==> src/rtl/csram_scanner.sv <==
// Walks every CSRAM entry once per tick: read, present the word downstream, then
// write back the updated membrane-potential field unless the consumer skips it.
module csram_scanner #(
  parameter int NUM_ELEMENT = 256,
  parameter int WIDTH       = 368,
  parameter int WRITE_INDEX = 103,
  parameter int WRITE_WIDTH = 9
) (
  input  logic                           clk,
  input  logic                           reset,
  input  logic                           tick_start,
  output logic                           busy,
  output logic                           scan_done,
  output logic                           csram_en,
  output logic                           csram_we,
  output logic [$clog2(NUM_ELEMENT)-1:0] csram_addr,
  output logic [WIDTH-1:0]               csram_di,
  input  logic [WIDTH-1:0]               csram_dout,
  output logic                           out_valid,
  input  logic                           out_ready,
  output logic [WIDTH-1:0]               out_data,
  output logic [$clog2(NUM_ELEMENT)-1:0] out_addr,
  input  logic                           upd_valid,
  output logic                           upd_ready,
  input  logic [WRITE_WIDTH-1:0]         upd_data,
  input  logic                           upd_skip
);

  localparam int AW = $clog2(NUM_ELEMENT);
  localparam logic [AW-1:0] LAST_IDX = AW'(NUM_ELEMENT - 1);

  typedef enum logic [2:0] {
    IDLE,
    READ,
    CAPTURE,
    PRESENT,
    WAIT_UPD,
    WRITE,
    DONE
  } state_t;

  state_t            state_q, state_d;
  logic [AW-1:0]     idx_q, idx_d;
  logic [WIDTH-1:0]  buf_q, buf_d;

  always_ff @(posedge clk) begin
    if (reset) begin
      state_q <= IDLE;
      idx_q   <= '0;
      buf_q   <= '0;
    end else begin
      state_q <= state_d;
      idx_q   <= idx_d;
      buf_q   <= buf_d;
    end
  end

  assign busy = (state_q != IDLE);

  always_comb begin
    state_d    = state_q;
    idx_d      = idx_q;
    buf_d      = buf_q;
    scan_done  = 1'b0;
    csram_en   = 1'b0;
    csram_we   = 1'b0;
    csram_addr = '0;
    csram_di   = '0;
    out_valid  = 1'b0;
    out_data   = '0;
    out_addr   = '0;
    upd_ready  = 1'b0;

    unique case (state_q)
      IDLE: begin
        if (tick_start) begin
          idx_d   = '0;
          state_d = READ;
        end
      end
      READ: begin
        csram_en   = 1'b1;
        csram_addr = idx_q;
        state_d    = CAPTURE;
      end
      CAPTURE: begin
        buf_d   = csram_dout;
        state_d = PRESENT;
      end
      PRESENT: begin
        out_valid = 1'b1;
        out_data  = buf_q;
        out_addr  = idx_q;
        if (out_ready) state_d = WAIT_UPD;
      end
      WAIT_UPD: begin
        upd_ready = 1'b1;
        if (upd_valid) begin
          if (upd_skip) begin
            // Skipped entries advance straight from here, bypassing WRITE.
            if (idx_q == LAST_IDX) begin
              state_d = DONE;
            end else begin
              idx_d   = idx_q + AW'(1);
              state_d = READ;
            end
          end else begin
            buf_d[WRITE_INDEX +: WRITE_WIDTH] = upd_data;
            state_d = WRITE;
          end
        end
      end
      WRITE: begin
        csram_en   = 1'b1;
        csram_we   = 1'b1;
        csram_addr = idx_q;
        csram_di   = buf_q;
        if (idx_q == LAST_IDX) begin
          state_d = DONE;
        end else begin
          idx_d   = idx_q + AW'(1);
          state_d = READ;
        end
      end
      DONE: begin
        scan_done = 1'b1;
        state_d   = IDLE;
      end
      default: state_d = IDLE;
    endcase
  end

endmodule

==> config.mk <==
export PLATFORM = sky130hd
export DESIGN_NAME = csram_scanner
export DESIGN_NICKNAME = d
export VERILOG_FILES = /design/src/rtl/csram_scanner.sv
export SDC_FILE = /design/constraint.sdc
export NUM_CORES = 1
export LEC_CHECK = 0
export CORE_AREA = 2 2 439 441
export DETAILED_ROUTE_END_ITERATION = 16
export DIE_AREA = 0 0 441 443
export RECOVER_POWER = 100
export SKIP_CTS_REPAIR_TIMING = 1
export SLEW_MARGIN = 10
export SYNTH_ARGS = -nofsm -noshare
export SYNTH_HDL_FRONTEND = slang
export SYNTH_SLANG_ARGS = --single-unit
==> constraint.sdc <==
create_clock -name clk -period 1.88 [get_ports clk]
set_clock_uncertainty 0.1 [all_clocks]
set_input_delay 0.376 -clock clk [delete_from_list [all_inputs] [get_ports clk]]
set_output_delay 0.376 -clock clk [all_outputs]
set_load 0.02 [all_outputs]
==> results of run 1 <==
layout make-up:
class / count / area (um^2) / area share [%]
timing repair buffer: 1360 / 16880 / 41.96
multi-input combinational: 1923 / 10660 / 26.48
sequential: 379 / 7594 / 18.87
tap: 2526 / 3161 / 7.856
clock buffer: 81 / 1613 / 4.009
clock inverter: 19 / 259.0 / 0.6438
inverter: 8 / 45.04 / 0.1120
antenna: 10 / 25.02 / 0.06220
tightest hold or removal path, stage by stage:
cell,delay (ns)
sky130_fd_sc_hd__clkdlybuf4s50_1,0.40
sky130_fd_sc_hd__nand2_1,0.05
sky130_fd_sc_hd__a21oi_1,0.05
Yosys cell counts, drive strengths merged:
master / count / area share, %
nand2: 724 / 15
and2: 381 / 13
dfxtp: 379 / 41
and3: 371 / 13
a21oi: 365 / 9.9
clkbuf: 187 / 3.8
buf: 65 / 1.8
nor2: 18 / 0.38
a211oi: 11 / 0.50
mux2i: 9 / 0.49
inv: 8 / 0.16
a31oi: 4 / 0.14
nand3: 4 / 0.11
a21o: 3 / 0.12
nor3b: 3 / 0.18
a311o: 2 / 0.11
a41oi: 2 / 0.095
nand4: 2 / 0.068
nor2b: 2 / 0.068
nor3: 2 / 0.054
o211ai: 2 / 0.081
or2: 2 / 0.068
or3: 2 / 0.068
a211o: 1 / 0.047
a2bb2oi: 1 / 0.081
and4: 1 / 0.047
ha: 1 / 0.068
nand3b: 1 / 0.041
nor4b: 1 / 0.047
o21ai: 1 / 0.027
o21ba: 1 / 0.054
o221a: 1 / 0.061
o2bb2ai: 1 / 0.047
o32ai: 1 / 0.047
or3b: 1 / 0.047
or4: 1 / 0.041
xnor2: 1 / 0.047
flip-flops by register name (all words and copies together) (netlist names):
register,count
state_q,3
buf_q,368
idx_q,8
path summary, 6_finish.rpt:
path | depth (start not counted) | from | endpoint
worst max register to register | 8 | state_q[0] | buf_q[105]
worst min-delay path | 3 | csram_dout[182] | buf_q[182]
worst max-delay path | 7 | state_q[2] | csram_di[59]
worst min register to register | 2 | buf_q[175] | buf_q[175]
through the flow:
stage	hold slack [ns]	power (mW)	instance area (um^2)	TNS (ns)	utilization [%]
6_report	0.1418	25.91	40230	-567.17	21.05
5_1_grt	0.1049	26.95	40220	-675.38	21.04
4_1_cts	-0.08695	26.00	39370	-913.39	20.59
3_5_place_dp	0.3571	14.72	37490	-306.68	19.61
3_3_place_gp	0.3500	14.67	37490	-301.12	19.61
2_1_floorplan	0.3402	11.34	18960	-3.458	-
cells by family after synthesis:
family                     after synthesis  synth area share (%)
xor gates and xnor gates                 1               0.04736
DFF                                    379                 41.02
adders and majority gates                1               0.06763
buffers and inverters                  260                 5.757
AOI/OAI and AO/OA                      396                 11.28
muxes                                    9                0.4871
and+or+nand+nor                       1516                 41.34
layer usage:
metal	wire length (um)	global-route usage, %	vias up	part of all wire [%]
met3	16290	5.342	221	9.2
met2	86830	28.16	1099	49
met4	7023	6.111	22	3.9
met5	139	0	-	0.078
met1	67590	18.96	11350	38
li1	-	-	10750	-
power groups by stage:
stage,sequential [mW],clock (mW),combinational [mW]
after floorplan,9.16,0,2.19
after global placement,9.67,0,4.99
after detailed placement,9.67,0,5.05
after CTS,9.50,11.4,5.07
after global routing,9.58,11.6,5.74
final,9.51,11.1,5.35
==> results by stage, run 1 <==
Power and ir drop:
- Cell internal power was estimated by the tool at between 15 and 20 mW.
- The worst-case IR drop observed on VDD is about 620 uV.
- The analysis attributes to cell leakage a power of between 15 and 20 nW.
- Of the total power, the share spent switching nets is 31.78%.
- The switching power is between 8 and 9 mW.
- The sequential power share is a little under two fifths.
- The share of total power in the clock network is a little over two fifths.
- In this run, the combinational gates consume 20.6% of the power.
- In this run the power density over the cells is between 600 and 700 mW/mm^2.

Floorplanning:
- The full die area is 0.1954 mm^2.
- The count of standard-cell rows is 161.
- The floorplan die height is 443 um.
- The core region area is ~0.19 mm^2.
- The I/O pin total is 1141.
- The floorplan die width is between 400 and 500 um.
- The initial core utilization is under 10%.

Global routing:
- Entering global routing, the biggest net connects between 90 and 100 pins.
- The number of antenna violations at the first check in global routing was 54.
- The wire length of the first global-routing pass is 215.3 mm.
- The global-route usage over all layers is approximately 16%.
- The via count of the first global-routing pass came to roughly 22k.
- The total congestion overflow is 0.

Placement:
- The final RePlAce weighted congestion is between 0.9 and 1.
- In this run the tool buffered the top-level ports with between 1k and 1.5k buffer cells.
- The worst slack after detailed placement is -0.5849 ns.
- Including well taps, the total number of placed cells is just over 6k.
- Detailed placement finished with a half-perimeter wire length of between 100 and 150 mm.

Worst hold path:
- The class of the most critical hold timing path is in2reg.

Timing:
- The hold violation count in the final report was 0.
- Static timing analysis puts the maximum clock frequency at ~380 MHz.
- The number of max-slew violations in the final report is 0.
- At the pin with the least slew margin, the transition time is roughly 0.65 ns.
- Setup violations remaining at the end of the flow were counted as roughly 1.1k.
- After layout, the worst setup slack is -0.7819 ns.
- The ratio of final minimum period to clock period is 141.6%.
- The headroom to the max-slew limit is a little under three fifths.
- After layout, the minimum clock period comes to between 2 and 3 ns.
- Setup repair after global routing could not meet its margin everywhere.

Status:
- The flow ran to the end, but the final reports show violations.
- The checks that failed: setup timing.

Critical path:
- The family with the most delay on the worst path is buffers and inverters.
- STA puts the critical path data required time at ~1.4 ns.
- The category of the worst setup path launch point is a flop.
- The kind of critical path is reg2out.
- Counting both buffers and inverters, the worst setup path holds a total of 5.
- The signal on the critical path passes through inv_4, nor2_4, buf_6, buf_12, clkbuf_16, and3_1, buf_4.
- The highest-delay cell along the critical path is sky130_fd_sc_hd__dfxtp_2.
- STA classifies the critical path endpoint as an output port.
- In this run the register-to-register setup slack is -0.29 ns.
- Data arrives at the worst endpoint at 2.19 ns.
- The peak fanout along the critical path is 16.
- On the worst path, the slowest cell contributes a delay of between 0.3 and 0.4 ns.

Route:
- The via count is approximately 23k.
- In this run, the number of DRC markers left after iteration 0 of detailed routing was between 1.5k and 2k.
- The final layout contains routed wiring with a total length of 177.9 mm.
- The pre-antenna-repair detailed-routing pass consisted of 5 iterations.
- Dividing the detail-routed wire length by the instance count gives between 20 and 30 um.
- The remaining design rule violation count is 0.
- The detail-routed via count per cell is between 3 and 4.
- The number of nets still failing antenna checks after routing is 0.

Synthesis:
- After synthesis, the netlist uses 43 different library cells.
- The sequential cell area fraction in the yosys report is 41.02%.
- The count of yosys warnings during synthesis is 0.
- The net count after synthesis is between 2k and 3k.
- The cell area after synthesis is 0.01850 mm^2.
- The synthesized design contains ~380 register bits.
- In the synthesized netlist, the number of instances is around 2.6k.
- The synthesized area divided by synthesized cell count is roughly 7.2 um^2.

Layout:
- The count of filler cells inserted in the layout is between 20k and 25k.
- The ratio of cells with drive above 1 in the final layout is 35.62%.
- Compared with the post-synthesis result, the final layout area differs by 117.5%.
- The commonest non-fill, non-tap cell in the layout is sky130_fd_sc_hd__nand2_1.
- The final-stage net count is ~4.1k.
- The top cell types in the final layout, fill and taps aside, are 723 x sky130_fd_sc_hd__nand2_1, 381 x sky130_fd_sc_hd__clkdlybuf4s50_1, 376 x sky130_fd_sc_hd__dfxtp_1.
- The number of standard cells in the final layout excluding fillers is about 6.3k.

Clocking:
- Buffers inserted during clock tree synthesis total 54.
- The CTS tree is yes.
- The clock tree synthesis step divided the H-tree into 2 levels.
- Clock-pin slew was measured on the worst setup and hold paths at about 0.060 ns.
- The clock passes through at most 3 buffers.
- The clock latency on the worst-skew pair is between 0.6 and 0.7 ns.
- CTS saw about 380 sinks.
- CTS placed an instance of sky130_fd_sc_hd__clkbuf_16 at the clock tree root.

Flow run:
- The max capacitance violation total is 0.
Note: power is estimated with default switching activity, not from simulation.
==> inputs of run 2 (changes only) <==
- CORE_AREA: 2 2 439 441 -> 2 2 444 446
- DIE_AREA: 0 0 441 443 -> 0 0 446 448
==> results by stage, run 2 (same netlist as run 1, synthesis figures left out) <==
Status:
- The flow ran to the end, but the final reports show violations.
- The checks that failed: setup timing.

Clocking:
- The CTS H-tree depth is 2 (unchanged).
- The sink count of the clock tree is 379 (unchanged).
- The clock-pin slew on the worst setup and hold paths is 0.06 ns (about the same).
- The TritonCTS buffer count is 49 (-9.3%).
- Clock tree synthesis selected as its root buffer the cell sky130_fd_sc_hd__clkbuf_16.
- TritonCTS built the clock tree.
- The number of buffers on the longest clock path is 3 (unchanged).
- The clock latency on the worst-skew pair is 0.65 ns (-0.03 ns).

Global routing:
- The global-route usage over all layers is 15.93% (-0.55 points).
- The routing layer with the top usage in global route is met2.
- The total congestion overflow was 0 (unchanged).
- The wire length of the first global-routing pass is 213.0 mm (-1.1%).
- The global-route met2 utilization was 25.79% (-2.4 points).
- The met3 demand-to-capacity share in global routing is 4.595% (-0.75 points).
- The via count of the first global-routing pass was 21.86k (-0.91%).
- The met1 global-route usage came to 19.61% (+0.65 points).
- The largest net degree at the start of global routing is 111 (+16%).
- The number of antenna violations at the first check in global routing is 27 (-50%).

Route:
- The initial detailed-routing violation count is 2137 (+18%).
- The via count is 23.90k (+2.0%).
- The number of detailed-route iterations in the first pass is 7 (+2).
- The remaining design rule violation count came to 0 (unchanged).
- The detail-routed via count per cell is 3.766 (+1.3%).
- The number of nets still failing antenna checks after routing came to 0 (unchanged).
- The average wire per standard cell was 27.20 um (-3.6%).
- The final wirelength is 172.7 mm (-2.9%).

Layout:
- The count of filler cells inserted in the layout is 21.46k (+1.9%).
- The total non-filler cell area in the finished layout is 0.03980 mm^2 (-1.1%).
- The area growth from synthesis to layout is 115.2%.
- Leaving out fill and tap cells, the most frequent cells in the layout are 723 x sky130_fd_sc_hd__nand2_1, 604 x sky130_fd_sc_hd__clkdlybuf4s50_1, 376 x sky130_fd_sc_hd__dfxtp_1.
- The number of flip-flops in the largest register is 368 (unchanged).
- Counting flops per register, the top entry is buf_q.
- The flip-flop and latch area came to 0.007594 mm^2 (unchanged).
- The final-stage net count is 4139 (+0.71%).
- The commonest non-fill, non-tap cell in the layout is sky130_fd_sc_hd__nand2_1.
- The ratio of cells with drive above 1 in the final layout is 32.49% (-3.1 points).
- In the final layout, the registers with the most flip-flops are buf_q x368, idx_q x8, state_q x3.
- The multi-input gate area in the final layout is 0.01044 mm^2 (-2.1%).

Floorplanning:
- The core region area is 0.1946 mm^2 (+1.8%).
- The floorplan die width is 446 um (+1.1%).
- The full die area is 0.1998 mm^2 (+2.3%).
- The floorplan die height is 448 um (+1.1%).
- The I/O pin total was 1141 (unchanged).
- The count of standard-cell rows was 162 (+0.62%).
- The initial core utilization is 9.506% (-0.17 points).

Critical path:
- The required time of the critical path is 1.40 ns (about the same).
- The depth of the worst register-to-register path is 7 (-1).
- The critical register-to-register path endpoint is buf_q[211].
- The worst register-to-register path begins at state_q[0].
- The worst setup path is of the reg2out kind.
- STA classifies the critical path startpoint as a flop.
- The peak fanout along the critical path is 66 (+50).
- The internal reg-to-reg setup slack is -0.32 ns (-0.03 ns).
- The worst setup path is captured at an output port.
- The arrival time reported for the critical path endpoint is 2.56 ns (+0.37 ns).

Timing:
- The smallest hold slack is 0.08128 ns (-0.06047 ns).
- Setup repair after global routing could not meet its margin everywhere.
- The number of max-slew violations in the final report is 0 (unchanged).
- The headroom to the max-slew limit was 58.57% (+2.2 points).
- The least setup slack across all paths after layout was -1.158 ns (-0.3758 ns).
- The highest attainable clock frequency is 329.2 MHz (-12%).
- The post-route minimum period is 3.038 ns (+0.3758 ns).
- The count of endpoints failing setup in the final report is 1130 (+1.7%).
- The slew at the pin closest to its max-slew limit came to 0.6215 ns (-0.02749 ns).
- The hold violation count in the final report was 0 (unchanged).
- The ratio of final minimum period to clock period is 161.6% (+20 points).

Worst hold path:
- The endpoint of the worst hold-timing path is buf_q[324].
- The path class of the tightest hold or removal check is in2reg.
- The launch point of the worst hold path is reset.
- The instance count along the most critical hold path came to 3 (unchanged).

Power and ir drop:
- The leakage dissipation came to 16.68 nW (-13%).
- The share of total power in the clock network is 41.1% (-1.6 points).
- The switching power is 8.078 mW (-1.9%).
- The switching share of total power was 32.09% (+0.31 points).
- The sequential power share is 37.9% (+1.2 points).
- The part of the total power dissipated in combinational logic is 21.0% (+0.4 points).
- The cell area power density is 632.6 mW/mm^2 (-1.8%).
- The internal cell power is 17.10 mW (-3.3%).
- The largest voltage drop on the vdd net is 611.7 uV (-1.3%).
- The total power of the final layout came to 25.17 mW (-2.8%).

Placement:
- The count of port buffers added during placement came to 1140 (unchanged).
- The instance area after placement came to 0.03741 mm^2 (-0.21%).
- The final RePlAce weighted congestion is 0.9934 (+7.7%).
- The half-perimeter wire length after detailed placement is 142.1 mm (-0.87%).

Flow run:
- The max capacitance violation total is 0 (unchanged).
[run 2: cell count changes in the layout (fill, tap and decap cells not counted), sizes merged, moves of 15 or more]
cell / previous run / this run
clkdlybuf4s50: 381 / 604
dlymetal6s2s: 166 / 34
clkbuf: 248 / 168
buf: 645 / 660
[run 2: per-layer routing]
| metal | part of all wire (%) | vias up |
|---|---|---|
| met5 | 0 | - |
| met4 | 4.8 | 0 |
| met3 | 9.1 | 188 |
| met2 | 46 | 1255 |
| met1 | 40 | 11640 |
| li1 | - | 10820 |
[run 2: layout make-up]
cell class	instances	area share, %
Antenna cell	11	0.06917
Clock buffer	72	3.628
Clock inverter	19	0.6382
Inverter	8	0.1226
Multi-Input combinational cell	1923	26.22
Sequential cell	379	19.08
Tap cell	2542	7.992
Timing Repair Buffer	1394	42.25
[run 2: worst max path at each step]
| stage | start | endpoint | cells past startpoint |
|---|---|---|---|
| after floorplan | state_q[2] | csram_di[100] | 6 |
| after global placement | state_q[2] | out_data[119] | 8 |
| after detailed placement | state_q[1] | csram_di[142] | 6 |
| after CTS | state_q[1] | csram_di[142] | 6 |
| after global routing | state_q[1] | csram_di[134] | 7 |
| final | state_q[1] | csram_di[22] | 6 |
[run 2: critical path, stage by stage, from the launching register on]
cell and delay [ns]:
sky130_fd_sc_hd__dfxtp_2 0.33, sky130_fd_sc_hd__buf_6 0.12, sky130_fd_sc_hd__nor2_4 0.13, sky130_fd_sc_hd__buf_4 0.19
sky130_fd_sc_hd__buf_16 0.24, sky130_fd_sc_hd__and3_1 0.20, sky130_fd_sc_hd__clkdlybuf4s50_1 0.63
[run 2: power groups by stage]
stage               Sequential, mW  Clock (mW)  Combinational (mW)
detailed placement            9.73           0                5.02
global placement              9.74           0                4.96
finish                        9.55        10.3                5.29
global route                  9.64        10.9                5.69
floorplan                     9.16           0                2.19
CTS                           9.56        10.6                5.03
[run 2: metrics by stage]
step | utilization, % | setup TNS, ns | worst slack, ns | std cells
CTS | 20.10 | -878.23 | -1.351 | 6292
floorplan | - | -3.458 | -0.01729 | 2562
finish | 20.45 | -708.47 | -1.158 | 6348
global route | 20.44 | -840.11 | -1.249 | 6340
detailed placement | 19.23 | -308.74 | -0.6198 | 6201
global placement | 19.23 | -311.72 | -0.6338 | 6201
